`src/rtl/if_id_stage.sv`:
```
// Fetch-to-decode pipeline register with valid/ready handshake and split decode fields.
// Build option IF_ID_SKID_EN adds a skid register so if_ready is registered (no id_ready path).
module if_id_stage #(
    parameter int PC_W = 16
) (
    input  logic            clk,
    input  logic            rst_n,
    input  logic            if_valid,
    input  logic [15:0]     if_instr,
    input  logic [PC_W-1:0] if_pc,
    output logic            if_ready,
    input  logic            flush,
    output logic            id_valid,
    input  logic            id_ready,
    output logic [15:0]     id_instr,
    output logic [PC_W-1:0] id_pc,
    output logic [3:0]      id_opcode,
    output logic [7:0]      id_imm8
);

`ifdef IF_ID_SKID_EN
    typedef enum logic [1:0] {
        S_EMPTY = 2'd0,
        S_ONE   = 2'd1,
        S_FULL  = 2'd2
    } state_t;
`else
    typedef enum logic {
        S_EMPTY = 1'b0,
        S_ONE   = 1'b1
    } state_t;
`endif

    state_t          state_q, state_d;
    logic [15:0]     instr_q, instr_d;
    logic [PC_W-1:0] pc_q, pc_d;
    logic            accept;
    logic            deliver;

`ifdef IF_ID_SKID_EN
    logic [15:0]     skid_instr_q, skid_instr_d;
    logic [PC_W-1:0] skid_pc_q, skid_pc_d;
    logic            rdy_q, rdy_d;

    assign if_ready = rdy_q;
`else
    assign if_ready = !id_valid || id_ready;
`endif

    assign id_valid  = (state_q != S_EMPTY);
    assign accept    = if_valid && if_ready;
    assign deliver   = id_valid && id_ready;

    // Fields are plain slices so the zero-extend unit sees the held byte unchanged.
    assign id_instr  = instr_q;
    assign id_pc     = pc_q;
    assign id_opcode = instr_q[15:12];
    assign id_imm8   = instr_q[7:0];

    always_ff @(posedge clk or negedge rst_n) begin
        if (!rst_n) begin
            state_q      <= S_EMPTY;
            instr_q      <= 16'h0000;
            pc_q         <= '0;
`ifdef IF_ID_SKID_EN
            skid_instr_q <= 16'h0000;
            skid_pc_q    <= '0;
            rdy_q        <= 1'b1;
`endif
        end else begin
            state_q      <= state_d;
            instr_q      <= instr_d;
            pc_q         <= pc_d;
`ifdef IF_ID_SKID_EN
            skid_instr_q <= skid_instr_d;
            skid_pc_q    <= skid_pc_d;
            rdy_q        <= rdy_d;
`endif
        end
    end

    always_comb begin
        state_d      = state_q;
        instr_d      = instr_q;
        pc_d         = pc_q;
`ifdef IF_ID_SKID_EN
        skid_instr_d = skid_instr_q;
        skid_pc_d    = skid_pc_q;
`endif
        // Flush only drops the valid state; data registers keep their contents.
        if (flush) begin
            state_d = S_EMPTY;
        end else begin
            case (state_q)
                S_EMPTY: begin
                    if (accept) begin
                        state_d = S_ONE;
                        instr_d = if_instr;
                        pc_d    = if_pc;
                    end
                end
                S_ONE: begin
`ifdef IF_ID_SKID_EN
                    if (accept && deliver) begin
                        instr_d = if_instr;
                        pc_d    = if_pc;
                    end else if (accept) begin
                        state_d      = S_FULL;
                        skid_instr_d = if_instr;
                        skid_pc_d    = if_pc;
                    end else if (deliver) begin
                        state_d = S_EMPTY;
                    end
`else
                    // Accept in ONE implies id_ready, so it is always a reload.
                    if (accept) begin
                        instr_d = if_instr;
                        pc_d    = if_pc;
                    end else if (deliver) begin
                        state_d = S_EMPTY;
                    end
`endif
                end
`ifdef IF_ID_SKID_EN
                S_FULL: begin
                    if (deliver) begin
                        state_d = S_ONE;
                        instr_d = skid_instr_q;
                        pc_d    = skid_pc_q;
                    end
                end
`endif
                default: state_d = S_EMPTY;
            endcase
        end
`ifdef IF_ID_SKID_EN
        rdy_d = (state_d != S_FULL);
`endif
    end

endmodule
```
`config.mk`:
```
export PLATFORM = sky130hd
export DESIGN_NAME = if_id_stage
export DESIGN_NICKNAME = d
export VERILOG_FILES = /design/src/rtl/if_id_stage.sv
export SDC_FILE = /design/constraint.sdc
export NUM_CORES = 1
export LEC_CHECK = 0
export CAP_MARGIN = 25
export CORE_MARGIN = 2
export CORE_UTILIZATION = 33
export CTS_CLUSTER_DIAMETER = 150
export DETAILED_ROUTE_END_ITERATION = 10
export GPL_TIMING_DRIVEN = 0
export MAX_ROUTING_LAYER = met4
export PLACE_DENSITY = 0.76
export SKIP_LAST_GASP = 1
export SLEW_MARGIN = 20
export SYNTH_ARGS = -nofsm -noshare
export SYNTH_HDL_FRONTEND = slang
export SYNTH_SLANG_ARGS = --single-unit
```
`constraint.sdc`:
```
create_clock -name clk -period 1.6 [get_ports clk]
set_clock_uncertainty 0.15 [all_clocks]
set_input_delay 0.32 -clock clk [delete_from_list [all_inputs] [get_ports clk]]
set_output_delay 0.32 -clock clk [all_outputs]
set_load 0.01 [all_outputs]
```
==> flow_summary_export.csv, run 1 <==
group,metric,value,unit
setup_path,worstPathCellList,"clkdlybuf4s50_1, nor3b_4, buf_6, buf_12, buf_8, mux2_4",
synth,synth.avg_cell_area,15.9,sq um
sta,finalHoldViolCount,0,
floorplanning,coreArea,3970,sq um
global_routing,grt_start_max_net_pins,34,
floorplanning,die-width,68.1,um
pwr,total_leakage_power,1.23,nW
routing,drt-initial-drc-count,23,
synth,synth_top_area_cell,"dfrtp_1",
routing,drcViolationCount,0,
min_path,hold_removal_path_class,"input port to flip-flop",
status,violations,"setup timing",
placement,placedInstanceArea,2230,sq um
sta,post-route-min-period,1.73,ns
sta,setup-violations-final,26,
clock_tree,cts_root_buf,"clkbuf_8",
synth,netlist_top_cells_area,"dfrtp_1, mux2_2, buf_4",
sta,final.setup.worst_slack,-0.128,ns
sta,worst_hold_slack,0.173,ns
placement,globalplace.congestion,0.677,
clock_tree,path_clk_slew,0.06,ns
sta,timing_worst_slew_pin_value,0.719,ns
synth,simple_gate_share_of_the_synthesized_area,2.96,%
synth,synth.distinct_cells,8,
placement,placement.io_buffers,82,
setup_path,worst_setup_path_start_kind,"input port",
placement,hpwlAfterDp,2460,um
synth,synthesis.yosys.warnings,0,
floorplanning,fp.dieArea,4630,sq um
synth,synth_sequential_area_ratio,61.0,%
sta,max_freq,579,MHz
clock_tree,tritoncts,"yes",
flow_run,maxCapViolations,0,
global_routing,globalRouteTotalUtil,18.5,%
sta,worst_slew_margin_rel,52.0,%
sta,timing_max_transition_violations_final,0,
pwr,power.ir.vdd_worst,545,uV
setup_path,worst-path-max-fanout,5,
setup_path,cpPeakStageDelay,0.47,ns
setup_path,worst_ep_arrival_time,1.74,ns
synth,share_of_synthesized_cell_area_in_full_adder_half_adder_and_majority_cells,0,%
status,run_status,"complete, but fails checks",
layout,stdcell_area,2510,sq um
layout,insertedDiodeCount,0,
pwr,power_density,999,nW/um^2
setup_path,cp-startpoint,"flush",
synth,synth-edff-count,0,
synth,dominant_combinational_cell_family_by_area_after_synthesis,"multiplexers",
synth,synthCells,85,
clock_tree,clock_network_latency_to_the_later_pin_of_the_worst_skew_pair,0.28,ns
sta,unrepaired_setup_endpoints_after_global_routing,"yes",
setup_path,reg2regPathDepth,6,
setup_path,critical_path_required,1.62,ns
routing,vias,1055,
setup_path,worst_r2r_startpoint,"id_valid$_DFF_PN0_",
floorplanning,initial_core_util,34.1,%
layout,drive_gt1_share,36.2,%
global_routing,grt-ovfl-total,0,
global_routing,first_global_vias,1112,
floorplanning,fp.dieH,68.1,um
sta,setup_tns,-1.70,ns
synth,post_synth_xor_area_fraction,0,%
min_path,timing.hold.worst.start,"if_valid",
floorplanning,num_io_pins,83,
setup_path,crit_type,"input port to flip-flop",
setup_path,critical_path.endpoint_type,"flip-flop",
routing,totalWireLength,3940,um
synth,yosys_register_bits,33,
clock_tree,cts_htree_levels,2,
clock_tree,cts.path.max_buffers,2,
synth,synth_area,1350,sq um
synth,yosys-top-cells-count,"dfrtp_1, mux2_2, buf_4",
routing,drt_first_pass_iters,4,
synth,yosys.area.top_type_share,61.0,%
synth,async_reset_ff_share,100,%
layout,area_grow_syn2layout,85.6,%
sta,timing.final.crit_share,108,%
routing,route.antenna.remaining_nets,0,
global_routing,grt_antenna_before_repair,0,
min_path,worstHoldPathCells,3,
synth,synth.most_common_cell,"dfrtp_1",
synth,synth_ff_type,"dfrtp_1",
synth,synth_mux_area_share,26.6,%
clock_tree,cts_inserted_buffers,5,
synth,mappedNetlistNets,122,
clock_tree,clock_sink_count,33,
layout,finish.net_count,221,
synth,area_fraction_in_compound_gates_after_synthesis,0,%
routing,wl_per_cell,16.8,um
setup_path,slowest_stage,"clkdlybuf4s50_1",
global_routing,global_route_wire_length_before_repair,5800,um
floorplanning,std_cell_rows,23,
routing,per_cell_via_count_in_the_routed_design,4.49,
## kinds of logic (layout without fill, tap and decap cells)
family / Yosys count / after routing
flip-flops: 33 / 33
multiplexers: 32 / 32
AND/OR/NAND/NOR: 4 / 4
buffers and inverters: 16 / 116
## worst paths after layout
check / endpoint / slack [ns]
hold reg to reg: id_pc[14]$_DFFE_PN0P_ / 0.36
setup reg to reg: id_instr[12]$_DFFE_PN0P_ / -0.09
min in group asynchronous: id_instr[0]$_DFFE_PN0P_ / 0.50
max in group asynchronous: id_instr[10]$_DFFE_PN0P_ / 0.34
hold / removal: id_valid$_DFF_PN0_ / 0.17
setup / recovery: id_instr[12]$_DFFE_PN0P_ / -0.13
## metrics by stage
stage | instances | utilization (%) | power, mW | setup WS [ns]
detailed placement | 217 | 56.2 | 1.93 | -0.450
finish | 235 | 63.3 | 2.51 | -0.128
global route | 235 | 63.3 | 2.66 | -0.150
CTS | 236 | 63.0 | 2.51 | -0.0913
floorplan | 85 | - | 1.40 | -0.00292
global placement | 217 | 56.3 | 1.91 | -0.529
## per-layer routing
layer / vias to the layer above / GRT usage [%] / wire [um]
met1: 525 / 17.3 / 1410
met4: 0 / 6.00 / 38
met5: - / - / 0
met2: 51 / 34.5 / 2140
met3: 4 / 7.07 / 364
li1: 475 / - / -
## registers in the layout, summed over array words and instances (netlist names)
name      flops
id_instr     16
id_pc        16
id_valid      1
## final cells by class
type | count | area (sq um)
repair buffers | 93 | 897
multi-input cells | 36 | 520
clock buffers | 6 | 72.6
fillers | 314 | 1460
clock inverters | 2 | 10.0
inverters | 1 | 3.75
plain buffers | 14 | 120
well taps | 50 | 62.6
flip-flops and latches | 33 | 826
## worst max-delay path, delay by kind of cell
family                 cells  cell delay [ns]
buffers and inverters      4             0.88
muxes                      1             0.30
and+or+nand+nor            1             0.23
## repair_timing
item,CTS,global route
setup buffers,8,2
hold buffers,1,0
pin swaps,1,1
cloned,3,0
resized for setup,76,17
endpoints found under the hold margin,33,0
setup endpoints to repair,76,36
## cells in the final DEF, fill, tap and decap left out
master,count
clkbuf_1,1
buf_4,17
dlymetal6s2s_1,1
buf_2,1
mux2_4,32
buf_8,2
nor3b_4,1
clkinv_2,2
clkbuf_8,5
clkdlybuf4s15_1,3
buf_6,2
dfrtp_1,33
buf_16,1
buf_12,2
nor2b_4,1
inv_1,1
clkdlybuf4s50_1,33
clkbuf_2,1
nor2_1,2
dlygate4sd2_1,43
dlygate4sd3_1,1
## report_power, final
| group | total [mW] | internal (mW) | switching (mW) |
|---|---|---|---|
| clock network | 0.579 | 0.301 | 0.279 |
| registers | 1.07 | 0.976 | 0.0916 |
| logic | 0.863 | 0.560 | 0.303 |
(Power assumes the default switching activity.)
==> inputs of run 2 (changes only) <==
MAX_ROUTING_LAYER = default   (was met4)
==> run 2 against run 1 <==
Compared with the run above:
- the flow still finishes with violations (setup timing)
- global-route usage is 0.52 points lower
- cell count stayed put
- maximum frequency hardly changed
- routed wire length is 0.20% higher
- clock-buffer cell count stayed put
- clock power hardly changed
- hold slack better by 0.00079 ns
- combinational power hardly changed
- via count hardly changed
- sequential share of layout area stayed put
- setup slack hardly changed
- highest routed layer unchanged
==> flow_summary_export.csv, run 2 (synthesis gave the netlist of run 1 again) <==
group,metric,value,unit
global_routing,grt_start_max_net_pins,34,
setup_path,total_stage_count_of_the_critical_path,6,
layout,stdcell_area,2510,sq um
routing,drcViolationCount,0,
pwr,power_frac_seq,42.5,%
floorplanning,fp.dieH,68.1,um
floorplanning,die-width,68.1,um
pwr,switchingPower,674,uW
sta,post-route-min-period,1.73,ns
sta,unrepaired_setup_endpoints_after_global_routing,"yes",
sta,final.setup.worst_slack,-0.128,ns
pwr,intPower,1.84,mW
clock_tree,clock_network_latency_to_the_later_pin_of_the_worst_skew_pair,0.28,ns
clock_tree,cts_inserted_buffers,5,
pwr,swShare,26.8,%
setup_path,worst_setup_path_start_kind,"input port",
sta,setup_tns,-1.69,ns
floorplanning,std_cell_rows,23,
layout,area_grow_syn2layout,85.6,%
routing,route.antenna.remaining_nets,0,
sta,timing_worst_slew_pin_value,0.717,ns
placement,placedInstanceArea,2230,sq um
clock_tree,tritoncts,"yes",
placement,globalplace.congestion,0.670,
routing,vias,1054,
pwr,total_leakage_power,1.23,nW
layout,final_common_cell,"dlygate4sd2_1",
sta,worst_hold_slack,0.173,ns
layout,final_cell_count_no_fill,235,
global_routing,grt-ovfl-total,0,
setup_path,reg2regPathDepth,6,
sta,max_freq,579,MHz
setup_path,critical_path.n_buffers_inverters,4,
placement,placement.io_buffers,82,
clock_tree,cts_root_buf,"clkbuf_8",
layout,layout.cells.most_common_list,"dlygate4sd2_1, dfrtp_1, clkdlybuf4s50_1, mux2_4, buf_4",
flow_run,maxCapViolations,0,
sta,worst_slew_margin_rel,52.2,%
sta,finalHoldViolCount,0,
routing,totalWireLength,3950,um
global_routing,global_route_wire_length_before_repair,5810,um
routing,drt_first_pass_iters,4,
status,violations,"setup timing",
sta,timing_max_transition_violations_final,0,
setup_path,slowest_stage,"clkdlybuf4s50_1",
floorplanning,initial_core_util,34.1,%
global_routing,first_global_vias,1111,
min_path,worstHoldPathCells,3,
clock_tree,cts.path.max_buffers,2,
setup_path,crit_type,"input port to flip-flop",
placement,numPlacedInstances,217,
global_routing,grt_antenna_before_repair,0,
sta,setup-violations-final,26,
pwr,power.combinational.fraction,34.4,%
setup_path,worst-path-max-fanout,5,
setup_path,cpPeakStageDelay,0.47,ns
setup_path,worstPathCellList,"clkdlybuf4s50_1, nor3b_4, buf_6, buf_12, buf_8, mux2_4",
setup_path,critical_path_required,1.62,ns
pwr,power_density,999,nW/um^2
routing,drt-initial-drc-count,27,
layout,drive_gt1_share,36.2,%
min_path,hold_removal_path_class,"input port to flip-flop",
setup_path,critical_path.endpoint_type,"flip-flop",
pwr,power.ir.vdd_worst,545,uV
floorplanning,coreArea,3970,sq um
layout,postLayoutCoreUtil,63.3,%
pwr,power.clock.fraction,23.1,%
global_routing,globalRouteTotalUtil,18.0,%
placement,hpwlAfterDp,2460,um
floorplanning,fp.dieArea,4630,sq um
setup_path,crit_family,"buffers and inverters",
setup_path,worst_ep_arrival_time,1.74,ns
routing,wl_per_cell,16.8,um
status,run_status,"complete, but fails checks",
clock_tree,cts_htree_levels,2,
layout,finish.net_count,221,
clock_tree,clock_sink_count,33,
sta,timing.final.crit_share,108,%
clock_tree,path_clk_slew,0.06,ns
layout,insertedDiodeCount,0,
floorplanning,num_io_pins,83,
routing,per_cell_via_count_in_the_routed_design,4.49,
run 2: worst paths after layout:
check / from / to / slack [ns]
max: flush / id_instr[12]$_DFFE_PN0P_ / -0.13
min: if_valid / id_valid$_DFF_PN0_ / 0.17
max reg2reg: id_valid$_DFF_PN0_ / id_instr[12]$_DFFE_PN0P_ / -0.09
min reg2reg: id_pc[14]$_DFFE_PN0P_ / id_pc[14]$_DFFE_PN0P_ / 0.36
max in group asynchronous: rst_n / id_instr[10]$_DFFE_PN0P_ / 0.34
min in group asynchronous: rst_n / id_instr[0]$_DFFE_PN0P_ / 0.50
run 2: per-layer routing:
metal	part of all wire, %	GRT usage, %	vias to the layer above
li1	-	-	475
met1	36	17.2	525
met2	54	34.5	50
met3	9.1	7.24	4
met4	0.91	6.00	0
met5	0	0	-
run 2: through the flow:
step	setup slack [ns]	total power, mW
floorplan	-0.00292	1.40
global placement	-0.529	1.91
detailed placement	-0.450	1.93
CTS	-0.0913	2.51
global route	-0.150	2.66
finish	-0.128	2.51
run 2: what timing repair did:
action                                 4_1_cts  5_1_grt
gates resized for setup                     76       17
hold buffers                                 1        0
setup buffers                                8        2
setup endpoints to repair                   76       36
pin swaps                                    1        1
endpoints found under the hold margin       33        0
cloned                                       3        0
run 2: power by group through the flow:
stage                     Combinational [mW]  Clock, mW  Sequential [mW]
after floorplan                        0.264          0             1.13
after global placement                 0.844          0             1.06
after detailed placement               0.856          0             1.08
after CTS                              0.844      0.606             1.06
after global routing                   0.927      0.653             1.08
final                                  0.863      0.579             1.07
run 2: worst reg2reg max path, cell delays in order (launching register included):
cell	delay (ns)
dfrtp_1	0.38
nor2b_4	0.15
nor3b_4	0.18
buf_6	0.17
buf_12	0.13
buf_8	0.13
mux2_4	0.31
run 2: layout make-up:
type | count | area [sq um]
multi-input combinational | 36 | 520
clock buffer | 6 | 72.6
clock inverter | 2 | 10.0
fill | 314 | 1460
sequential | 33 | 826
tap | 50 | 62.6
inverter | 1 | 3.75
timing repair buffer | 93 | 897
buffer | 14 | 120
==> inputs of run 3 (changes only) <==
MAX_ROUTING_LAYER = met4   (was default)
clock period = 1.55 ns   (was 1.6 ns; I/O delays follow)
==> run 3 against run 2 <==
Compared with the run above:
- the run still ends with setup timing left
- cell area up 0.25%
- sequential share of layout area down 0.082 points
- first-iteration DRC count down 3.7%
- highest routed layer unchanged
==> flow_summary_export.csv, run 3 (synthesis gave the netlist of run 1 again) <==
group,metric,value,unit
status,run_status,"complete, but fails checks",
status,violations,"setup timing",
placement,globalplace.congestion,0.677,
flow_run,maxCapViolations,0,
routing,wl_per_cell,16.0,um
pwr,power.ir.vdd_worst,560,uV
routing,drt_first_pass_iters,4,
clock_tree,clock_sink_count,33,
setup_path,crit_type,"flip-flop to flip-flop",
sta,unrepaired_setup_endpoints_after_global_routing,"yes",
clock_tree,cts_inserted_buffers,5,
global_routing,globalRouteTotalUtil,17.1,%
sta,max_freq,576,MHz
sta,worst_slew_margin_rel,51.9,%
sta,timing_max_transition_violations_final,0,
setup_path,critical_path_required,1.56,ns
clock_tree,tritoncts,"yes",
global_routing,grt_start_max_net_pins,34,
floorplanning,num_io_pins,83,
routing,vias,1038,
clock_tree,cts.path.max_buffers,2,
pwr,post-layout-total-power,2.60,mW
min_path,hold_removal_path_class,"flip-flop to flip-flop",
layout,postLayoutCoreUtil,63.4,%
layout,layout.cells.most_common_list,"clkdlybuf4s50_1, dlygate4sd2_1, dfrtp_1, mux2_4, buf_4",
floorplanning,std_cell_rows,23,
layout,drive_gt1_share,38.0,%
pwr,intPower,1.91,mW
setup_path,worst-path-max-fanout,8,
layout,fillCellCount,313,
setup_path,worst_r2r_startpoint,"id_valid$_DFF_PN0_",
setup_path,worst_setup_path_start_kind,"flip-flop",
setup_path,worst_ep_arrival_time,1.75,ns
pwr,power.clock.fraction,23.0,%
layout,finish.net_count,223,
global_routing,first_global_vias,1047,
pwr,switchingPower,695,uW
routing,drcViolationCount,0,
global_routing,grt_antenna_before_repair,0,
sta,finalHoldViolCount,0,
layout,area_grow_syn2layout,86.0,%
setup_path,worst_r2r_endpoint,"id_pc[9]$_DFFE_PN0P_",
sta,post-route-min-period,1.74,ns
routing,route.antenna.remaining_nets,0,
floorplanning,fp.dieH,68.1,um
sta,timing_worst_slew_pin_value,0.722,ns
floorplanning,die-width,68.1,um
pwr,swShare,26.7,%
min_path,worstHoldPathCells,1,
clock_tree,cts_root_buf,"clkbuf_8",
pwr,power_density,1030,nW/um^2
global_routing,global_route_wire_length_before_repair,5360,um
routing,drt-initial-drc-count,26,
floorplanning,fp.dieArea,4630,sq um
sta,timing.final.crit_share,112,%
floorplanning,coreArea,3970,sq um
sta,setup-violations-final,32,
layout,insertedDiodeCount,0,
pwr,power.combinational.fraction,34.8,%
setup_path,reg2regPathDepth,6,
min_path,whs_endpoint,"id_pc[14]$_DFFE_PN0P_",
floorplanning,initial_core_util,34.1,%
placement,hpwlAfterDp,2460,um
routing,totalWireLength,3780,um
clock_tree,cts_htree_levels,2,
pwr,power_frac_seq,42.2,%
pwr,total_leakage_power,1.21,nW
setup_path,reg2reg_setup_slack,-0.19,ns
routing,per_cell_via_count_in_the_routed_design,4.38,
global_routing,grt-ovfl-total,0,
clock_tree,clock_network_latency_to_the_later_pin_of_the_worst_skew_pair,0.28,ns
sta,final.setup.worst_slack,-0.187,ns
setup_path,critical_path.endpoint_type,"flip-flop",
min_path,timing.hold.worst.start,"id_pc[14]$_DFFE_PN0P_",
clock_tree,path_clk_slew,0.06,ns
placement,placement.io_buffers,82,
-- run 3: what timing repair did --
item | 4_1_cts | 5_1_grt
hold buffers | 1 | 0
gates resized for setup | 82 | 18
gates cloned | 2 | 1
endpoints found under the setup margin | 78 | 39
pin swaps | 1 | 1
hold endpoints to repair | 33 | 0
setup buffers | 4 | 4
-- run 3: power by group through the flow --
stage,clock [mW],sequential [mW],combinational (mW)
2_1_floorplan,0,1.17,0.273
3_3_place_gp,0,1.10,0.871
3_5_place_dp,0,1.11,0.883
4_1_cts,0.626,1.09,0.851
5_1_grt,0.674,1.12,0.975
6_report,0.599,1.10,0.907
-- run 3: metrics by stage --
| step | hold slack, ns | setup WS [ns] | cell area [sq um] | cells | TNS [ns] |
|---|---|---|---|---|---|
| 2_1_floorplan | -0.136 | -0.0529 | 1350 | 85 | -1.59 |
| 3_3_place_gp | 0.339 | -0.569 | 2240 | 217 | -33.77 |
| 3_5_place_dp | 0.256 | -0.490 | 2230 | 217 | -15.23 |
| 4_1_cts | 0.360 | -0.206 | 2430 | 232 | -5.23 |
| 5_1_grt | 0.376 | -0.236 | 2520 | 237 | -6.82 |
| 6_report | 0.359 | -0.187 | 2520 | 237 | -5.29 |
-- run 3: worst max-delay path by stage --
| stage | from | end | slack (ns) | depth (start not counted) |
|---|---|---|---|---|
| 6_report | id_valid$_DFF_PN0_ | id_pc[9]$_DFFE_PN0P_ | -0.19 | 6 |
| 5_1_grt | id_valid$_DFF_PN0_ | id_pc[12]$_DFFE_PN0P_ | -0.24 | 6 |
| 4_1_cts | id_valid$_DFF_PN0_ | id_instr[4]$_DFFE_PN0P_ | -0.21 | 6 |
| 3_5_place_dp | id_ready | id_instr[12]$_DFFE_PN0P_ | -0.49 | 5 |
| 3_3_place_gp | rst_n | id_pc[3]$_DFFE_PN0P_ | -0.57 | 1 |
| 2_1_floorplan | id_valid$_DFF_PN0_ | id_instr[0]$_DFFE_PN0P_ | -0.05 | 4 |
-- run 3: worst max-delay path, cell delays in order, from the launching register on --
cell     delay, ns
dfrtp_1       0.38
nor2b_4       0.13
buf_6         0.12
nor3b_4       0.18
buf_6         0.20
buf_6         0.16
mux2_4        0.30
-- run 3: final cells by class --
| type | instances | area (sq um) | area share [%] |
|---|---|---|---|
| inverters | 1 | 3.75 | 0.149 |
| repair buffers | 94 | 900 | 35.7 |
| clock buffers | 6 | 72.6 | 2.88 |
| well taps | 50 | 62.6 | 2.48 |
| multi-input cells | 36 | 513 | 20.4 |
| flip-flops and latches | 33 | 826 | 32.8 |
| plain buffers | 15 | 131 | 5.22 |
| clock inverters | 2 | 10.0 | 0.397 |
-- run 3: metal layers --
layer  share of wire (%)  global-route usage, %
met4                 1.0                   6.00
met5                   0                      -
met3                 8.6                   6.74
met2                  52                   29.9
met1                  38                   17.3
